$ cat config.mk
export PLATFORM = sky130hd
export DESIGN_NAME = id_ex_stage_reg
export DESIGN_NICKNAME = d
export VERILOG_FILES = /design/src/rtl/arm_pkg.sv /design/src/rtl/pipe_field_reg.sv /design/src/rtl/id_ex_stage_reg.sv
export SDC_FILE = /design/constraint.sdc
export NUM_CORES = 1
export LEC_CHECK = 0
export CORE_MARGIN = 2
export CORE_UTILIZATION = 40
export DETAILED_ROUTE_END_ITERATION = 12
export PLACE_DENSITY = 0.79
export SLEW_MARGIN = 20
export SYNTH_ARGS = -nofsm -noshare
export SYNTH_HDL_FRONTEND = slang
export SYNTH_SLANG_ARGS = --single-unit
$ cat constraint.sdc
create_clock -name clk -period 1.05 [get_ports clk]
set_clock_uncertainty 0.2 [all_clocks]
set_input_delay 0.105 -clock clk [delete_from_list [all_inputs] [get_ports clk]]
set_output_delay 0.105 -clock clk [all_outputs]
set_load 0.01 [all_outputs]
$ cat src/rtl/arm_pkg.sv
// Shared definitions for the 5-stage ARM core pipeline.
// Contents:
//   - ALU command encodings carried on exe_cmd
//   - NZCV bit positions within the 4-bit status snapshot
//   - shifter type codes (instruction bits [6:5])
//   - field widths for the shifter operand and the branch offset
//   - helper function for the memory-instruction flag
package arm_pkg;

  localparam int SHIFT_OP_W = 12;
  localparam int IMM24_W    = 24;
  localparam int EXE_CMD_W  = 4;
  localparam int STATUS_W   = 4;

  // ALU commands. CMP/TST share the SUB/AND datapath, and LDR/STR use
  // the adder to form the effective address.
  localparam logic [EXE_CMD_W-1:0] EXE_NOP     = 4'b0000;
  localparam logic [EXE_CMD_W-1:0] EXE_MOV     = 4'b0001;
  localparam logic [EXE_CMD_W-1:0] EXE_MVN     = 4'b1001;
  localparam logic [EXE_CMD_W-1:0] EXE_ADD     = 4'b0010;
  localparam logic [EXE_CMD_W-1:0] EXE_ADC     = 4'b0011;
  localparam logic [EXE_CMD_W-1:0] EXE_SUB     = 4'b0100;
  localparam logic [EXE_CMD_W-1:0] EXE_SBC     = 4'b0101;
  localparam logic [EXE_CMD_W-1:0] EXE_AND     = 4'b0110;
  localparam logic [EXE_CMD_W-1:0] EXE_ORR     = 4'b0111;
  localparam logic [EXE_CMD_W-1:0] EXE_EOR     = 4'b1000;
  localparam logic [EXE_CMD_W-1:0] EXE_CMP     = 4'b0100;
  localparam logic [EXE_CMD_W-1:0] EXE_TST     = 4'b0110;
  localparam logic [EXE_CMD_W-1:0] EXE_LDR_STR = 4'b0010;

  // NZCV bit indices.
  localparam int FLAG_N = 3;
  localparam int FLAG_Z = 2;
  localparam int FLAG_C = 1;
  localparam int FLAG_V = 0;

  // Shift types.
  localparam logic [1:0] SHIFT_LSL = 2'b00;
  localparam logic [1:0] SHIFT_LSR = 2'b01;
  localparam logic [1:0] SHIFT_ASR = 2'b10;
  localparam logic [1:0] SHIFT_ROR = 2'b11;

  // A real load or store; bubbles never count as memory instructions.
  function automatic logic is_mem_instr(input logic valid,
                                        input logic mem_read,
                                        input logic mem_write);
    return (mem_read | mem_write) & valid;
  endfunction

endpackage

$ cat src/rtl/pipe_field_reg.sv
// Generic pipeline field register.
// Ports:
//   clk   - rising-edge clock
//   rst_n - asynchronous active-low reset, q -> 0
//   clear - synchronous clear to 0, wins over en (flush)
//   en    - load d on the edge when set (deasserted during a stall)
//   d     - next value
//   q     - stored value, driven straight from flops
module pipe_field_reg #(
  parameter int W = 8
) (
  input  logic         clk,
  input  logic         rst_n,
  input  logic         clear,
  input  logic         en,
  input  logic [W-1:0] d,
  output logic [W-1:0] q
);

  always_ff @(posedge clk or negedge rst_n) begin
    if (!rst_n) begin
      q <= '0;
    end else if (clear) begin
      q <= '0;
    end else if (en) begin
      q <= d;
    end
  end

endmodule

$ cat src/rtl/id_ex_stage_reg.sv
// ID/EX pipeline register of the 5-stage ARM core.
// Captures the decoded instruction every cycle and presents it to EX.
// Ports:
//   clk, rst_n     - clock, asynchronous active-low reset (all outputs 0)
//   freeze         - hold every stored field (hazard stall)
//   flush          - load a bubble; takes priority over freeze
//   id_*           - decoded instruction from ID (id_valid=0 marks a bubble)
//   ex_*           - registered copies of id_* for EX
//   ex_mem_instr   - registered (mem_read | mem_write) & valid
// Handshake: there is no valid/ready pair here; id_valid qualifies the
// entry and is captured with it, freeze is the only back-pressure and
// flush overrides it. Every output comes straight from a flop.
module id_ex_stage_reg
  import arm_pkg::*;
#(
  parameter int DATA_W     = 32,
  parameter int REG_ADDR_W = 4
) (
  input  logic                  clk,
  input  logic                  rst_n,
  input  logic                  freeze,
  input  logic                  flush,
  input  logic                  id_valid,
  input  logic [DATA_W-1:0]     id_pc,
  input  logic [DATA_W-1:0]     id_val_rn,
  input  logic [DATA_W-1:0]     id_val_rm,
  input  logic [SHIFT_OP_W-1:0] id_shift_operand,
  input  logic                  id_imm,
  input  logic [IMM24_W-1:0]    id_signed_imm24,
  input  logic [REG_ADDR_W-1:0] id_dest,
  input  logic [REG_ADDR_W-1:0] id_src1,
  input  logic [REG_ADDR_W-1:0] id_src2,
  input  logic [EXE_CMD_W-1:0]  id_exe_cmd,
  input  logic                  id_mem_read,
  input  logic                  id_mem_write,
  input  logic                  id_wb_en,
  input  logic                  id_branch,
  input  logic                  id_s,
  input  logic [STATUS_W-1:0]   id_status,
  output logic                  ex_valid,
  output logic [DATA_W-1:0]     ex_pc,
  output logic [DATA_W-1:0]     ex_val_rn,
  output logic [DATA_W-1:0]     ex_val_rm,
  output logic [SHIFT_OP_W-1:0] ex_shift_operand,
  output logic                  ex_imm,
  output logic [IMM24_W-1:0]    ex_signed_imm24,
  output logic [REG_ADDR_W-1:0] ex_dest,
  output logic [REG_ADDR_W-1:0] ex_src1,
  output logic [REG_ADDR_W-1:0] ex_src2,
  output logic [EXE_CMD_W-1:0]  ex_exe_cmd,
  output logic                  ex_mem_read,
  output logic                  ex_mem_write,
  output logic                  ex_wb_en,
  output logic                  ex_branch,
  output logic                  ex_s,
  output logic [STATUS_W-1:0]   ex_status,
  output logic                  ex_mem_instr
);

  localparam int DATA_GRP_W = 3*DATA_W + SHIFT_OP_W + 1 + IMM24_W + STATUS_W;
  localparam int CTRL_GRP_W = 1 + EXE_CMD_W + 6;
  localparam int IDX_GRP_W  = 3*REG_ADDR_W;

  logic                  load_en;
  logic [DATA_GRP_W-1:0] data_d, data_q;
  logic [CTRL_GRP_W-1:0] ctrl_d, ctrl_q;
  logic [IDX_GRP_W-1:0]  idx_d,  idx_q;

  assign load_en = ~freeze;

  // Side-effect controls are qualified by id_valid here, so a bubble can
  // never write memory, the register file or the flags, whatever ID left
  // on those wires. exe_cmd is informational and captured as-is.
  assign data_d = {id_pc, id_val_rn, id_val_rm, id_shift_operand, id_imm,
                   id_signed_imm24, id_status};
  assign ctrl_d = {id_valid, id_exe_cmd,
                   id_mem_read  & id_valid,
                   id_mem_write & id_valid,
                   id_wb_en     & id_valid,
                   id_branch    & id_valid,
                   id_s         & id_valid,
                   is_mem_instr(id_valid, id_mem_read, id_mem_write)};
  assign idx_d  = {id_dest, id_src1, id_src2};

  // Data fields are don't-care after a flush but are zeroed anyway so the
  // stored bubble is fully deterministic.
  pipe_field_reg #(.W(DATA_GRP_W)) u_data_reg (
    .clk   (clk),
    .rst_n (rst_n),
    .clear (flush),
    .en    (load_en),
    .d     (data_d),
    .q     (data_q)
  );

  pipe_field_reg #(.W(CTRL_GRP_W)) u_ctrl_reg (
    .clk   (clk),
    .rst_n (rst_n),
    .clear (flush),
    .en    (load_en),
    .d     (ctrl_d),
    .q     (ctrl_q)
  );

  // Register indices cleared on flush so forwarding never matches a bubble
  // against a stale destination.
  pipe_field_reg #(.W(IDX_GRP_W)) u_idx_reg (
    .clk   (clk),
    .rst_n (rst_n),
    .clear (flush),
    .en    (load_en),
    .d     (idx_d),
    .q     (idx_q)
  );

  assign {ex_pc, ex_val_rn, ex_val_rm, ex_shift_operand, ex_imm,
          ex_signed_imm24, ex_status} = data_q;
  assign {ex_valid, ex_exe_cmd, ex_mem_read, ex_mem_write, ex_wb_en,
          ex_branch, ex_s, ex_mem_instr} = ctrl_q;
  assign {ex_dest, ex_src1, ex_src2} = idx_q;

endmodule

# Yosys cells after proc, flatten, opt, wreduce, memory -nomap -nowiden

Index checks and enable logic that the tools add are counted.

Register bits after elaboration: 160
Bits in latches: 0
Bits in writable memories: 0
Memory bits (read-only): 0
Output and inout port bits: 160
Logic and storage cells: 17
Memories: 0

Add/sub/neg operators: 0
Multipliers: 0
Divide/modulo/power cells: 0
Order comparisons: 0
Eq/ne operators: 1
Shift-type cells: 0
Muxes and demuxes: 6
Bitwise gates (word level): 7
Reductions and logical operators: 0

Operators with widths:

| operator             | number |
|---|---|
| $mux W137            | 2 |
| $mux W12             | 2 |
| $mux W11             | 2 |
| $and A1 B1 Y1        | 6 |
| $ne A2 B1 Y1 const B | 1 |
| $or A1 B1 Y1         | 1 |

# Longest topological paths before layout

Depth in word-level cells: 4
Mapped depth: 5
Gate-level depth less buffers: 3

# By module

From an unflattened synthesis, not the netlist that was laid out.

Cell total of the unflattened synthesis: 521
Area, all modules: 6642.6 sq um

By module, submodules not included:

| module                      | times used | cells an instance | area an instance (sq um) |
|---|---|---|---|
| pipe_field_reg (u_data_reg) | 1          | 441               | 5677.9 |
| pipe_field_reg (u_idx_reg)  | 1          | 38                | 480.5 |
| pipe_field_reg (u_ctrl_reg) | 1          | 35                | 441.7 |
| id_ex_stage_reg             | 1          | 7                 | 42.5 |

# Worst setup path after synthesis

No wires, ideal clock.

Path type: input to register
Start: in freeze
End: reg u_data_reg.q[134]
Library setup time: 0.132 ns
Arrival time: 0.741 ns
Data required time: 0.718 ns
Path slack: -0.023 ns
Cell stages on the path: 5
Path buffers: 3
Cell sequence: buf_4 buf_12 buf_12 mux2i_1 nor2_1

Cells in the longest elaborated chain, start to end: 1

Ends and longest elaborated chain:

| element                       | RTL line              | text |
|---|---|---|
| from (decl)                   | id_ex_stage_reg.sv:21 | `input logic freeze,` |
| $ne A2 B1 Y1 (no source line) | -                     |  |
| to (signal assigned)          | pipe_field_reg.sv:22  | `q <= '0;` |
| to (signal assigned)          | pipe_field_reg.sv:24  | `q <= '0;` |
| to (signal assigned)          | pipe_field_reg.sv:26  | `q <= d;` |
| to (decl)                     | pipe_field_reg.sv:17  | `output logic [W-1:0] q` |

Every way passes these cells.
A chain may end at the register's enable or synchronous reset.

# Worst setup path after layout

Start: reg u_data_reg.q[43]
End: out ex_val_rm[2]

RTL lines:

| element   | RTL line              | text |
|---|---|---|
| to (decl) | id_ex_stage_reg.sv:43 | `output logic [DATA_W-1:0] ex_val_rm,` |

No word-level cell between the ends.

==> flow_metrics.tcl <==
set metrics [dict create \
    status "complete, but fails checks" \
    violations "negative hold slack, negative setup slack" \
    ys.warnings.count 0 \
    rsz0062_at_grt "true" \
    postCtsHoldBufs 1 \
    finalCritPeriodShare_pct 121.4 \
    synth_seq_cells 160 \
    fp-row-count 47 \
    final_common_cell "dfrtp_1" \
    crit_arrival_ns 0.97 \
    grt_antenna_before_repair 0 \
    p_sw_w 0.003910 \
    relSlewSlack_pct 81.58 \
    peakVddDrop_mv 1.168 \
    layout_common_cells "dfrtp_1 (160), clkdlybuf4s50_1 (159), nor2_1 (154), mux2i_1 (148), buf_6 (94)" \
    first_pass_iters 4 \
    power_frac_seq_pct 41.8 \
    design_area_sq_um 11080 \
    path_clk_slew_ns 0.07 \
    final_nets 1107 \
    setup_viol 174 \
    layout_min_cycle_time_ns 1.275 \
    stdcell_count 1177 \
    drive_gt1_share_pct 32.71 \
    dp.cells 1067 \
    cts.sinks 160 \
    crit_path_start_kind "flip-flop" \
    synth_fa_ha_area_share_pct 0 \
    die_w_um 132.6 \
    synth.distinct_cells 14 \
    utilization_pct 67.80 \
    slew_violations 0 \
    worst-setup-path-type "reg -> out" \
    area_growth_pct 67.50 \
    grt.total_usage_pct 22.22 \
    cts_max_level 4 \
    grt_overflow 0 \
    place_ws_ns -0.3010 \
    wl_mm 19.96 \
    grt_pass1_wl_mm 30.57 \
    finalHoldViolCount 56 \
    synth.area.mux_share_pct 23.14 \
    switching_share_pct 24.33 \
    clkPwrFrac_pct 40.9 \
    hold_class "in -> async" \
    register_area_sq_um 4004 \
    cp_max_fo 2 \
    die_h_um 132.6 \
    clockBufferDepth 2 \
    crit_family "flip-flops" \
    dr.first_iter.drc_count 252 \
    slowest_stage "dfrtp_1" \
    avgSynthCellArea_sq_um 12.63 \
    synth-simple-area-share_pct 9.737 \
    combPwrFrac_pct 17.3 \
    syn_inst 524 \
    grt_start_max_net_pins 57 \
    hpwl_mm 13.72 \
    maxCapViolCount 0 \
    cts-buffers-inserted 17 \
    synth-compound-area-share_pct 0.6050 \
    power.leakage_nw 5.802 \
    syn-cell-area_sq_um 6618 \
    critPathBufInv 1 \
    grt_pass1_vias 5745 \
    finalWorstSetupSlack_ns -0.2250 \
    cts_tree "built" \
    syn_nets 687 \
    avgViaCountPerCell 4.667 \
    nFillCells 1228 \
    routedWlPerCell_um 16.96 \
    vias 5493 \
    p_int_w 0.01216 \
    drcViolationCount 0 \
    crit_chain "buf_2" \
    clockRootBuffer "clkbuf_16" \
    ant_nets 0 \
    crit_required_ns 0.74 \
    start_util_pct 40.48 \
    max_freq_mhz 784.3 \
    slowest_delay_ns 0.41 \
    worst_slew_pin_slew_ns 0.2763 \
    insertedDiodeCount 0 \
    multi_input_area_sq_um 2238 \
    yosysSeqAreaShare_pct 60.50 \
    cp-end-kind "primary output" \
    synth_top_family_by_area "multiplexers" \
    die_area_sq_um 17590 \
    dpl_cell_area_sq_um 10130 \
    holdWs_ns -0.08144 \
    insertion_delay_ns 0.41 \
    gp_congestion 0.7752 \
    num_io_pins 323 \
    core-area_sq_um 16350 \
    portBuffers 322 \
    power_density_nw_per_um2 1450 \
    synth_xor_area_share_pct 0 \
]
## state kept, by name, indices dropped and copies added, names as in the netlist
register / count
u_data_reg.q: 137
u_idx_reg.q: 12
u_ctrl_reg.q: 11
## cells in the mapped netlist (all sizes together)
cell type,number,area (sq um)
nor2b,1,6.260
o21ai,1,5.000
buf,26,356.6
a21oi,7,35.03
clkbuf,11,41.29
nand3b,5,37.54
nand2,6,22.52
nor2,154,578.1
dfrtp,160,4004
mux2i,153,1531
## layout make-up
type / count / area share [%]
Tap cell: 220 / 2.483
Sequential cell: 160 / 36.12
Clock inverter: 12 / 1.648
Multi-Input combinational cell: 327 / 20.19
Clock buffer: 20 / 3.939
Timing Repair Buffer: 438 / 35.61
## cell families after synthesis
kind of cell | Yosys count
AOI/OAI and AO/OA | 8
buffers and inverters | 37
DFF | 160
muxes | 153
and+or+nand+nor | 166
## stage by stage
step	power [W]	setup TNS (ns)
4_1_cts	0.01593	-33.48
3_3_place_gp	0.009407	-39.37
5_1_grt	0.01666	-38.64
6_report	0.01607	-31.00
3_5_place_dp	0.009459	-41.30
2_1_floorplan	0.007805	0
## per-layer routing
metal	track usage, %	share of wire, %	vias up	wire length [um]
met1	26.16	39	2677	7725
met2	38.72	52	215	10440
met4	6.870	2.0	0	402
met5	0	0	-	0
met3	7.165	7.0	29	1398
li1	-	-	2572	-
## power groups by stage
stage	clock network (W)	logic, W	registers [W]
after global placement	0	0.00263	0.00678
after CTS	0.00667	0.00257	0.00669
after detailed placement	0	0.00266	0.00680
after floorplan	0	0.000846	0.00696
final	0.00657	0.00278	0.00672
after global routing	0.00691	0.00299	0.00676
## repair_timing
| action | 4_1_cts | 5_1_grt |
|---|---|---|
| setup endpoints to repair | 160 | 189 |
| resized for setup | 688 | 56 |
| hold endpoints to repair | 226 | 51 |
| setup buffers | 39 | 59 |
| pin swaps | 0 | 30 |
## worst paths after layout
| path | depth (start not counted) | slack [ns] | startpoint | end |
|---|---|---|---|---|
| max | 1 | -0.22 | u_data_reg.q[43] | ex_val_rm[2] |
| min | 2 | -0.08 | rst_n | u_data_reg.q[120] |
| max reg2reg | 4 | -0.14 | u_data_reg.q[34] | u_data_reg.q[34] |
| min reg2reg | 2 | 0.32 | u_data_reg.q[117] | u_data_reg.q[117] |
| max in group asynchronous | 3 | 0.23 | rst_n | u_data_reg.q[44] |
| min in group clk | 3 | -0.06 | flush | u_ctrl_reg.q[10] |
Power figures use the tool's default switching activity.
